===== src/rtl/red_lane_serializer.sv =====
// red_lane_serializer: unpacks an operand pair {b,a} into sign-extended lanes, one per beat.
// Optional RED_SUM_EN adds a running lane sum that reproduces the RED result.
module red_lane_serializer #(
    parameter int DATA_W = 16,
    parameter int LANE_W = 8,
    localparam int NUM_LANES = 2 * DATA_W / LANE_W,
    localparam int IDX_W = $clog2(NUM_LANES)
) (
    input  logic              clk,
    input  logic              rst,
    input  logic              in_valid,
    output logic              in_ready,
    input  logic [DATA_W-1:0] in_a,
    input  logic [DATA_W-1:0] in_b,
    output logic              out_valid,
    input  logic              out_ready,
    output logic [DATA_W-1:0] out_data,
    output logic [IDX_W-1:0]  out_idx,
    output logic              out_last
`ifdef RED_SUM_EN
    ,
    output logic              sum_valid,
    output logic [DATA_W-1:0] sum_data
`endif
);
    typedef enum logic {IDLE, SEND} state_t;
    state_t state;
    logic [2*DATA_W-1:0] sr;
`ifdef RED_SUM_EN
    logic [DATA_W-1:0] acc;
`endif
    function automatic logic [DATA_W-1:0] sext(input logic [LANE_W-1:0] l);
        return {{(DATA_W-LANE_W){l[LANE_W-1]}}, l};
    endfunction
    assign in_ready = (state == IDLE);
    // out_data always presents the low lane of sr; the next lane is read pre-shift
    always_ff @(posedge clk or posedge rst) begin
        if (rst) begin
            state     <= IDLE;
            sr        <= '0;
            out_valid <= 1'b0;
            out_data  <= '0;
            out_idx   <= '0;
            out_last  <= 1'b0;
`ifdef RED_SUM_EN
            acc       <= '0;
            sum_valid <= 1'b0;
            sum_data  <= '0;
`endif
        end else begin
`ifdef RED_SUM_EN
            sum_valid <= 1'b0;
`endif
            if (state == IDLE) begin
                if (in_valid) begin
                    state     <= SEND;
                    sr        <= {in_b, in_a};
                    out_valid <= 1'b1;
                    out_data  <= sext(in_a[LANE_W-1:0]);
                    out_idx   <= '0;
                    out_last  <= (NUM_LANES == 1);
`ifdef RED_SUM_EN
                    acc       <= '0;
`endif
                end
            end else if (out_ready) begin
`ifdef RED_SUM_EN
                acc <= acc + out_data;
`endif
                if (out_last) begin
                    state     <= IDLE;
                    out_valid <= 1'b0;
`ifdef RED_SUM_EN
                    sum_valid <= 1'b1;
                    sum_data  <= acc + out_data;
`endif
                end else begin
                    sr       <= sr >> LANE_W;
                    out_data <= sext(sr[LANE_W +: LANE_W]);
                    out_idx  <= out_idx + 1'b1;
                    out_last <= (out_idx == IDX_W'(NUM_LANES - 2));
                end
            end
        end
    end
endmodule


===== config.mk =====
export PLATFORM = sky130hd
export DESIGN_NAME = red_lane_serializer
export DESIGN_NICKNAME = d
export VERILOG_FILES = /design/src/rtl/red_lane_serializer.sv
export SDC_FILE = /design/constraint.sdc
export NUM_CORES = 1
export LEC_CHECK = 0
export ABC_CLOCK_PERIOD_IN_PS = 1300
export BUFFER_PORTS_ARGS = -buffer_cell sky130_fd_sc_hd__buf_2
export CORE_MARGIN = 1.5
export CORE_UTILIZATION = 54
export CTS_CLUSTER_SIZE = 40
export DETAILED_ROUTE_END_ITERATION = 12
export PLACE_DENSITY = 0.8
export SLEW_MARGIN = 20
export SYNTH_ARGS = -nofsm -noshare
export SYNTH_HDL_FRONTEND = slang
export SYNTH_SLANG_ARGS = --single-unit

===== constraint.sdc =====
create_clock -name clk -period 1.3 [get_ports clk]
set_input_delay 0.195 -clock clk [delete_from_list [all_inputs] [get_ports clk]]
set_output_delay 0.195 -clock clk [all_outputs]
set_load 0.03 [all_outputs]

==> impl_results.md, run 1 <==
- Sequential power share: 31.2%
- Leakage: 1.38 nW
- Initial antenna violation count: 0
- Minimum clock period: 1.27 ns
- Avg Inst Size Synth: 11.4 µm²
- Top cells by area, synth: dfrtp_1, a311oi_2, nor3b_1
- Layout area overhead: 19.6%
- Top cell type's share of synthesized area: 38.6%
- Commonest cells in the netlist: dfrtp_1, inv_1, nor3b_1
- Hold Vio Cnt, Final: 0
- Ys async rst share: 100%
- Tot GR Track Use: 22.8%
- H-tree depth: 2
- Routability cong.: 0.778
- Fmax: 786 MHz
- Placed wire-length estimate: 3380 µm
- GRT overflow: 0
- Nets: 296
- IO buf count: 56
- Largest net degree at the start of global routing: 38
- Worst slew pin tran: 0.354 ns
- Most used DFF post-synth: dfrtp_1
- Mapped Area: 0.00240 mm²
- Drt drc: 0
- Seq cells post-synth: 37
- Worst path slowest cell: dfrtp_2
- Fin crit share: 97.9%
- CP max stage delay: 0.47 ns
- First-pass GRT wire length: 8850 µm
- First drt pass iteration count: 4
- Clk slew on worst S/H paths: 0.08 ns
- Pins over their slew limit: 0
- P_int: 0.00396 W
- Die width: 69.7 µm
- Max cap viols: 0
- CTS Root Cell: clkbuf_8
- WL per Instance: 16.4 µm
- Synth unique cells: 28
- Setup Skew: 0.00779 ns
- P_sw: 0.00280 W
- Share of cells above drive strength 1: 46.2%
- Via density per instance: 5.69
- CP Launch Type: flip-flop
- Dpl ws: 0.00965 ns
- Most frequent cell after synthesis: dfrtp_1
- RSZ-0062 raised after global routing: true
- Initial core utilization: 55.5%
- Logic pwr share: 53.1%
- Max-slew headroom: 76.4%
- Worst VDD drop: 0.997 mV
- Status: complete, no violations
- Critical Path AT: 1.08 ns
- N_diodes: 0
- CP Class: flip-flop to primary output
- Net Sw Frac: 41.5%
- CP Capture Type: primary output
- Clock power share: 15.6%
- Via count of the routed design: 1776
- P per Cell Area: 2350 mW/mm²
- Seq/Total Area, Yosys: 38.6%
- Max Buffers Root-to-Sink: 2
- Synth Instances: 211
- Io pins: 57
- Final setup viols: 0
- CP max FO: 7
- CTS tree: done
- Hold Crit Class: input port to flip-flop
- Site Rows: 24
- Die height: 69.7 µm
- ANT nets after route: 0
- Worst EP required: 1.11 ns
- Vias in the first global route: 1829
- Clock Sinks: 37
- Die area: 0.00485 mm²
- Placeable Area: 0.00432 mm²
- Skew-Pair Late Insertion Delay: 0.30 ns
- Crit path cell chain: buf_6, buf_4
- Wirelength, routed: 5120 µm
- CTS buffer count: 5
- 1st-iter DRT viols: 157
- Total negative slack: 0 ns
- Fin worst setup slack: 0.0271 ns
- Post-synth EDFFs: 0
- Synth area leader: dfrtp_1
- Synth warn: 0
- Mapped Nets: 248
==> metrics by stage <==
step           cells  power, W  area, µm²  utilization, %  hold slack, ns
2_1_floorplan    211   0.00495       2400               -           0.375
3_3_place_gp     300   0.00533       2640            61.0           0.258
3_5_place_dp     300   0.00542       2640            61.0           0.260
4_1_cts          310   0.00660       2810            64.9           0.220
5_1_grt          312   0.00717       2870            66.4           0.234
6_report         312   0.00676       2870            66.4           0.232
==> layer usage <==
| layer | global-route usage (%) | wire length, µm |
|---|---|---|
| met5 | 0 | 0 |
| met4 | 6.20 | 65 |
| met3 | 5.96 | 267 |
| met2 | 35.0 | 2380 |
| met1 | 32.1 | 2400 |
==> logic make-up (layout without fill, tap and decap cells) <==
| group | after synthesis | count (layout) | synth area share (%) |
|---|---|---|---|
| flip-flops | 37 | 37 | 38.6 |
| AND/OR/NAND/NOR | 68 | 68 | 25.3 |
| buffers and inverters | 68 | 117 | 16.9 |
| adder cells (fa/ha/maj) | 1 | 1 | 0.521 |
| AO/OA/AOI/OAI | 37 | 37 | 18.7 |
==> flip-flops by register name (all words and copies together), names as in the netlist <==
signal	count
out_data	8
state	1
out_idx	2
sr	24
out_last	1
out_valid	1
==> power groups by stage <==
stage / Combinational, W / Clock [W] / Sequential, W
after floorplan: 0.00288 / 0 / 0.00207
after global placement: 0.00327 / 0 / 0.00206
after detailed placement: 0.00334 / 0 / 0.00208
after CTS: 0.00344 / 0.00106 / 0.00209
after global routing: 0.00388 / 0.00113 / 0.00217
final: 0.00359 / 0.00106 / 0.00211
==> layout by cell type (no fill, tap or decap), types with 2 or more instances in the layout <==
master,instances
a21oi_1,2
a311oi_1,2
a311oi_2,22
a31o_1,8
and3b_1,9
and4bb_1,7
buf_12,3
buf_2,55
buf_4,17
buf_6,4
clkbuf_8,6
dfrtp_1,35
dfrtp_2,2
inv_1,29
nand4bb_1,2
nor2_1,2
nor2b_1,2
nor3b_1,24
nor4bb_1,10
nor4bb_2,5
nor4bb_4,2
==> worst paths after layout <==
| kind | to | depth (start not counted) | start | slack, ns |
|---|---|---|---|---|
| worst max-delay path | out_last | 2 | out_last | 0.03 |
| worst min-delay path | sr[31] | 3 | in_b[15] | 0.23 |
| worst max register to register | out_data[0] | 4 | out_last | 0.03 |
| worst min register to register | sr[26] | 1 | sr[26] | 0.51 |
| max in group asynchronous | state | 4 | rst | 0.61 |
| min in group asynchronous | out_idx[0] | 4 | rst | 0.48 |
==> layout make-up <==
class                   count  area (µm²)
clock buffers               6        82.6
clock inverters             2        37.5
fillers                   322        1450
inverters                  29         109
multi-input cells         106        1130
flip-flops and latches     37         928
well taps                  52        65.1
repair buffers             80         518
==> worst max-delay path: cells and delay by family, from the launching register on <==
| family | cells | cell delay [ns] |
|---|---|---|
| flip-flops | 1 | 0.47 |
| buffers and inverters | 2 | 0.31 |
==> timing repair <==
action | CTS | global route
pin swaps | 0 | 2
setup endpoints to repair | 3 | 34
gates cloned | 0 | 0
setup buffers | 2 | 2
resized for setup | 9 | 8
hold buffers | 1 | 0
hold endpoints to repair | 37 | 0
Note: power is estimated with default switching activity, not from simulation.
==> inputs of run 2 (changes only) <==
--- a/config.mk
+++ b/config.mk
@@ -5,7 +5,7 @@
 export SDC_FILE = /design/constraint.sdc
 export NUM_CORES = 1
 export LEC_CHECK = 0
-export ABC_CLOCK_PERIOD_IN_PS = 1300
+export ABC_CLOCK_PERIOD_IN_PS = 1200
 export BUFFER_PORTS_ARGS = -buffer_cell sky130_fd_sc_hd__buf_2
 export CORE_MARGIN = 1.5
 export CORE_UTILIZATION = 54
==> constraint.sdc (replaced) <==
create_clock -name clk -period 1.2 [get_ports clk]
set_input_delay 0.18 -clock clk [delete_from_list [all_inputs] [get_ports clk]]
set_output_delay 0.18 -clock clk [all_outputs]
set_load 0.03 [all_outputs]
==> impl_results.md, run 2 (synthesized netlist as in run 1, its figures left out) <==
- ANT nets after route: 0 (unchanged)
- Fin Hold WS: 0.204 ns (was 0.232 ns)
- GR Util met1: 31.2% (was 32.1%)
- Commonest non-fill, non-tap cell in the layout: buf_2 (unchanged)
- Leakage: 1.48 nW (was 1.38 nW)
- Final setup viols: 35 (was 0)
- Total negative slack: -0.946 ns (was 0 ns)
- Layout area overhead: 28.9% (was 19.6%)
- CP Class: flip-flop to flip-flop (was flip-flop to primary output)
- Register-to-Register Path Depth: 4 (unchanged)
- Pins over their slew limit: 0 (unchanged)
- Busiest layer in global routing: met2 (unchanged)
- First-pass GRT wire length: 8890 µm (was 8850 µm)
- Worst EP required: 1.40 ns (was 1.11 ns)
- Met2 Use GR: 36.5% (was 35.0%)
- Area of placed instances: 0.00266 mm² (was 0.00264 mm²)
- R2R Setup Slk: -0.09 ns (was 0.03 ns)
- Fin worst setup slack: -0.0850 ns (was 0.0271 ns)
- Clk slew on worst S/H paths: 0.07 ns (was 0.08 ns)
- CP max FO: 12 (was 7)
- GR met3 Demand/Resource: 6.10% (was 5.96%)
- RSZ-0062 raised after global routing: true (unchanged)
- CP max stage delay: 0.47 ns (about the same)
- Initial core utilization: 55.5% (unchanged)
- Largest regs: sr: 24 flops, out_data: 8 flops, out_idx: 2 flops (unchanged)
- GRT overflow: 0 (unchanged)
- H-tree depth: 2 (unchanged)
- Via count of the routed design: 1845 (was 1776)
- Largest net degree at the start of global routing: 38 (unchanged)
- CP Launch Type: flip-flop (unchanged)
- Wirelength, routed: 5580 µm (was 5120 µm)
- Initial antenna violation count: 0 (unchanged)
- N_diodes: 0 (unchanged)
- R2r startpoint: state (was out_last)
- Worst slew pin tran: 0.287 ns (was 0.354 ns)
- Setup Skew: 0.00411 ns (was 0.00779 ns)
- Util after Layout: 71.5% (was 66.4%)
- CTS buffer count: 5 (unchanged)
- CTS Root Cell: clkbuf_8 (unchanged)
- 1st-iter DRT viols: 110 (was 157)
- P per Cell Area: 2510 mW/mm² (was 2350 mW/mm²)
- Worst path slowest cell: dfrtp_2 (unchanged)
- Placed wire-length estimate: 3480 µm (was 3380 µm)
- Routability cong.: 0.766 (was 0.778)
- CTS tree: done (unchanged)
- Nets: 299 (was 296)
- Status: finished with violations (was complete, no violations)
- Hold Crit Depth: 3 (unchanged)
- Worst flop-to-flop path endpoint: sr[12] (was out_data[0])
- Worst VDD drop: 1.11 mV (was 0.997 mV)
- Fin crit share: 107%
- Via density per instance: 5.86 (was 5.69)
- Die area: 0.00485 mm² (unchanged)
- Minimum clock period: 1.29 ns
- Placeable Area: 0.00432 mm² (unchanged)
- First drt pass iteration count: 4 (unchanged)
- WL per Instance: 17.7 µm (was 16.4 µm)
- Max cap viols: 0 (unchanged)
- Failing checks: negative setup slack
- Skew-Pair Late Insertion Delay: 0.30 ns (about the same)
- Finished Cell Area: 0.00309 mm² (was 0.00287 mm²)
- Endpoint, Worst Hold: sr[30] (was sr[31])
- Max Buffers Root-to-Sink: 2 (unchanged)
- Tot GR Track Use: 22.9% (was 22.8%)
- Site Rows: 24 (unchanged)
- Vias in the first global route: 1829 (unchanged)
- Commonest non-fill, non-tap cells in the layout: buf_2, dfrtp_1, inv_1, a311oi_2, nor3b_1 (was buf_2, dfrtp_1, inv_1, nor3b_1, a311oi_2)
- Reg with most FFs: sr (unchanged)
- Hold Vio Cnt, Final: 0 (unchanged)
- Fmax: 778 MHz
- Crit path cell chain: buf_6, buf_4, nor4bb_2, a311oi_2 (was buf_6, buf_4)
- Critical Path Start: state (was out_last)
- Fill cells: 304 (was 322)
- Die width: 69.7 µm (unchanged)
- Max-slew headroom: 80.6% (was 76.4%)
- Max FFs per register: 24 (unchanged)
- Io pins: 57 (unchanged)
- IO buf count: 56 (unchanged)
- Drt drc: 0 (unchanged)
- Share of cells above drive strength 1: 54.8% (was 46.2%)
- Die height: 69.7 µm (unchanged)
- Clock Sinks: 37 (unchanged)
- Worst Hold Launch: in_b[14] (was in_b[15])
- CP Capture Type: flip-flop (was primary output)
- Hold Crit Class: input port to flip-flop (unchanged)
- Critical Path AT: 1.49 ns (was 1.08 ns)
==> run 2: cell types whose count changed in the layout (fill, tap and decap cells not counted), moves of 3 or more <==
cell and delta:
clkbuf_1 +3, nor3b_1 -8, nor3b_2 +8, nor4bb_1 -10
nor4bb_2 +6, nor4bb_4 +4
==> run 2: area by class of cell <==
type | count | area (µm²) | area share [%]
Timing Repair Buffer | 83 | 612 | 19.8
Clock buffer | 8 | 80.1 | 2.59
Sequential cell | 37 | 931 | 30.1
Multi-Input combinational cell | 106 | 1280 | 41.5
Tap cell | 52 | 65.1 | 2.10
Inverter | 29 | 121 | 3.92
==> run 2: critical path: cells and delay by family, from the launching register on <==
family | cells | cell delay [ns]
flops | 1 | 0.47
buf+inv | 2 | 0.33
compound gates | 1 | 0.21
simple gates | 1 | 0.19
==> run 2: worst max-delay path by stage <==
stage	end	slack (ns)
global route	sr[9]	-0.15
CTS	in_ready	-0.07
finish	sr[12]	-0.09
floorplan	sr[18]	0.002
global placement	sr[17]	-0.05
detailed placement	sr[17]	-0.10
==> run 2: metrics by stage <==
stage	setup slack [ns]	total power (W)	cells
finish	-0.0850	0.00778	315
global route	-0.154	0.00818	315
CTS	-0.0676	0.00747	315
detailed placement	-0.102	0.00592	301
global placement	-0.0459	0.00580	301
floorplan	0.00199	0.00538	211
==> run 2: repair_timing <==
| item | in CTS | in global routing |
|---|---|---|
| resized for setup | 32 | 19 |
| endpoints found under the setup margin | 35 | 46 |
| hold endpoints to repair | 37 | 0 |
| pin swaps | 4 | 4 |
| hold buffers | 1 | 0 |
| buffers inserted | 6 | 0 |
| gates cloned | 1 | 0 |
==> run 2: layer usage <==
metal / share of wire (%) / up-vias
met5: 0 / -
met4: 1.2 / 0
met3: 5.0 / 6
met2: 50 / 64
met1: 43 / 918
li1: - / 857
==> run 2: power by group <==
part / switching (W) / internal, W
combinational: 0.00233 / 0.00222
sequential: 0.000511 / 0.00185
clock: 0.000457 / 0.000413
total: 0.00330 / 0.00448
==> inputs of run 3 (changes only) <==
--- a/config.mk
+++ b/config.mk
@@ -12,6 +12,7 @@
 export CTS_CLUSTER_SIZE = 40
 export DETAILED_ROUTE_END_ITERATION = 12
 export PLACE_DENSITY = 0.8
+export SKIP_LAST_GASP = 1
 export SLEW_MARGIN = 20
 export SYNTH_ARGS = -nofsm -noshare
 export SYNTH_HDL_FRONTEND = slang
==> impl_results.md, run 3 (synthesized netlist as in run 1, its figures left out) <==
- Status: finished with violations (unchanged)
- Failing checks: negative setup slack (unchanged)
- Final setup viols: 36 (was 35)
- WL met1: 2620 µm (was 2420 µm)
- R2R Setup Slk: -0.10 ns (was -0.09 ns)
- Wirelength, routed: 5960 µm (was 5580 µm)
- Metal2 WL: 3050 µm (was 2810 µm)
- CP top delay family: flip-flops (unchanged)
- Hold Crit Class: input port to flip-flop (unchanged)
- R2r startpoint: state (unchanged)
- Leakage: 1.47 nW (was 1.48 nW)
- Finished Cell Area: 0.00309 mm² (about the same)
- CTS buffer count: 5 (unchanged)
- Pins over their slew limit: 0 (unchanged)
- CP Class: flip-flop to flip-flop (unchanged)
- CP Capture Type: flip-flop (unchanged)
- Worst flop-to-flop path endpoint: sr[15] (was sr[12])
- Fin crit share: 109% (was 107%)
- Critical Path Stages: 3 (was 4)
- Worst slew pin tran: 0.402 ns (was 0.287 ns)
- Commonest non-fill, non-tap cells in the layout: buf_2, dfrtp_1, inv_1, a311oi_2 (was buf_2, dfrtp_1, inv_1, a311oi_2, nor3b_1)
- Vias in the first global route: 1841 (was 1829)
- P per Cell Area: 2530 mW/mm² (was 2510 mW/mm²)
- Commonest non-fill, non-tap cell in the layout: buf_2 (unchanged)
- Max cap viols: 0 (unchanged)
- Critical Path Start: state (unchanged)
- Reg with most FFs: sr (unchanged)
- Drt drc: 0 (unchanged)
- Clk slew on worst S/H paths: 0.07 ns (about the same)
- Site Rows: 24 (unchanged)
- Minimum clock period: 1.30 ns (was 1.29 ns)
- Area of placed instances: 0.00266 mm² (unchanged)
- Hold Vio Cnt, Final: 0 (unchanged)
- Hold Crit Depth: 3 (unchanged)
- First drt pass iteration count: 4 (unchanged)
- Placeable Area: 0.00432 mm² (unchanged)
- Skew-Pair Late Insertion Delay: 0.30 ns (about the same)
- Via count of the routed design: 1882 (was 1845)
- Largest regs: sr: 24 flops, out_data: 8 flops, out_idx: 2 flops (unchanged)
- CTS tree: done (unchanged)
- Setup Skew: 0.00346 ns (was 0.00411 ns)
- Die area: 0.00485 mm² (unchanged)
- CP Launch Type: flip-flop (unchanged)
- Tot GR Track Use: 22.9% (about the same)
- Crit path cell chain: bufbuf_16, nor4bb_2, a311oi_2 (was buf_6, buf_4, nor4bb_2, a311oi_2)
- Reg area: 931 µm² (unchanged)
- Max Buffers Root-to-Sink: 2 (unchanged)
- Met3 wire length: 241 µm (was 281 µm)
- N_diodes: 0 (unchanged)
- Largest net degree at the start of global routing: 38 (unchanged)
- Via density per instance: 5.96 (was 5.86)
- Fin Hold WS: 0.206 ns (was 0.204 ns)
- Share of cells above drive strength 1: 54.2% (was 54.8%)
- First-pass GRT wire length: 8890 µm (about the same)
- Io pins: 57 (unchanged)
- Fin worst setup slack: -0.103 ns (was -0.0850 ns)
- H-tree depth: 2 (unchanged)
- Multi-input gate area: 0.00125 mm² (was 0.00128 mm²)
- CP max stage delay: 0.44 ns (was 0.47 ns)
- Crit path buf inv count: 1 (was 2)
- Dpl ws: -0.102 ns (unchanged)
- Worst path slowest cell: dfrtp_2 (unchanged)
- Worst VDD drop: 1.16 mV (was 1.11 mV)
- Worst Hold Launch: in_b[14] (unchanged)
- CP max FO: 13 (was 12)
- Fill cells: 310 (was 304)
- Register-to-Register Path Depth: 3 (was 4)
- CTS Root Cell: clkbuf_8 (unchanged)
- Initial core utilization: 55.5% (unchanged)
- Top sig layer: met4 (unchanged)
- 1st-iter DRT viols: 127 (was 110)
- Max FFs per register: 24 (unchanged)
- Util after Layout: 71.4% (was 71.5%)
- Die height: 69.7 µm (unchanged)
- Nets: 300 (was 299)
- Max-slew headroom: 72.8% (was 80.6%)
- Routability cong.: 0.766 (unchanged)
- GRT overflow: 0 (unchanged)
- Critical Path AT: 1.47 ns (was 1.49 ns)
- Worst EP required: 1.37 ns (was 1.40 ns)
- IO buf count: 56 (unchanged)
- Fmax: 767 MHz (was 778 MHz)
- Die width: 69.7 µm (unchanged)
- WL per Instance: 18.9 µm (was 17.7 µm)
- Clock Sinks: 37 (unchanged)
- ANT nets after route: 0 (unchanged)
- Initial antenna violation count: 0 (unchanged)
- Endpoint, Worst Hold: sr[30] (unchanged)
- Layout area overhead: 28.6% (was 28.9%)
- RSZ-0062 raised after global routing: true (unchanged)
- Placed wire-length estimate: 3480 µm (unchanged)
run 3: cell count changes in the layout (fill, tap and decap cells not counted):
cell and delta:
nor3b_1 -1, clkbuf_16 +1, nor4bb_4 -2, nor3b_2 +1, nor4bb_1 +3, nor4bb_2 -1
run 3: timing repair:
item / CTS / global route
pin swaps: 3 / 12
buffers inserted: 6 / 0
endpoints found under the hold margin: 37 / 0
setup endpoints to repair: 35 / 46
resized for setup: 25 / 22
hold buffers: 1 / 0
gates cloned: 1 / 1
run 3: stage by stage:
step	std cells	total power, W	setup TNS [ns]
CTS	315	0.00735	-1.18
global placement	301	0.00580	-0.612
floorplan	211	0.00538	0
finish	316	0.00781	-1.32
detailed placement	301	0.00592	-1.91
global route	316	0.00818	-2.67
run 3: final cells by class:
| type | instances | share of cell area, % |
|---|---|---|
| Multi-Input combinational cell | 106 | 40.6 |
| Clock buffer | 8 | 2.59 |
| Tap cell | 52 | 2.11 |
| Sequential cell | 37 | 30.2 |
| Timing Repair Buffer | 84 | 20.6 |
| Inverter | 29 | 3.93 |
run 3: worst min-delay path, stage by stage:
cell,delay (ns)
buf_2,0.07
and3b_1,0.14
a31o_1,0.08
run 3: how the worst max path moves through the flow:
stage              to
2_1_floorplan  sr[18]
3_3_place_gp   sr[17]
3_5_place_dp   sr[17]
4_1_cts        sr[22]
5_1_grt        sr[15]
6_report       sr[15]
run 3: per-layer routing:
metal  vias up  GRT usage (%)
met5         -              0
met1       959           31.2
met4         0           6.62
met3         5           6.10
li1        865              -
met2        53           36.1
run 3: report_power, final:
| group | internal, W | switching (W) |
|---|---|---|
| clock network | 0.000413 | 0.000441 |
| registers | 0.00185 | 0.000512 |
| logic | 0.00223 | 0.00237 |
| total | 0.00449 | 0.00332 |
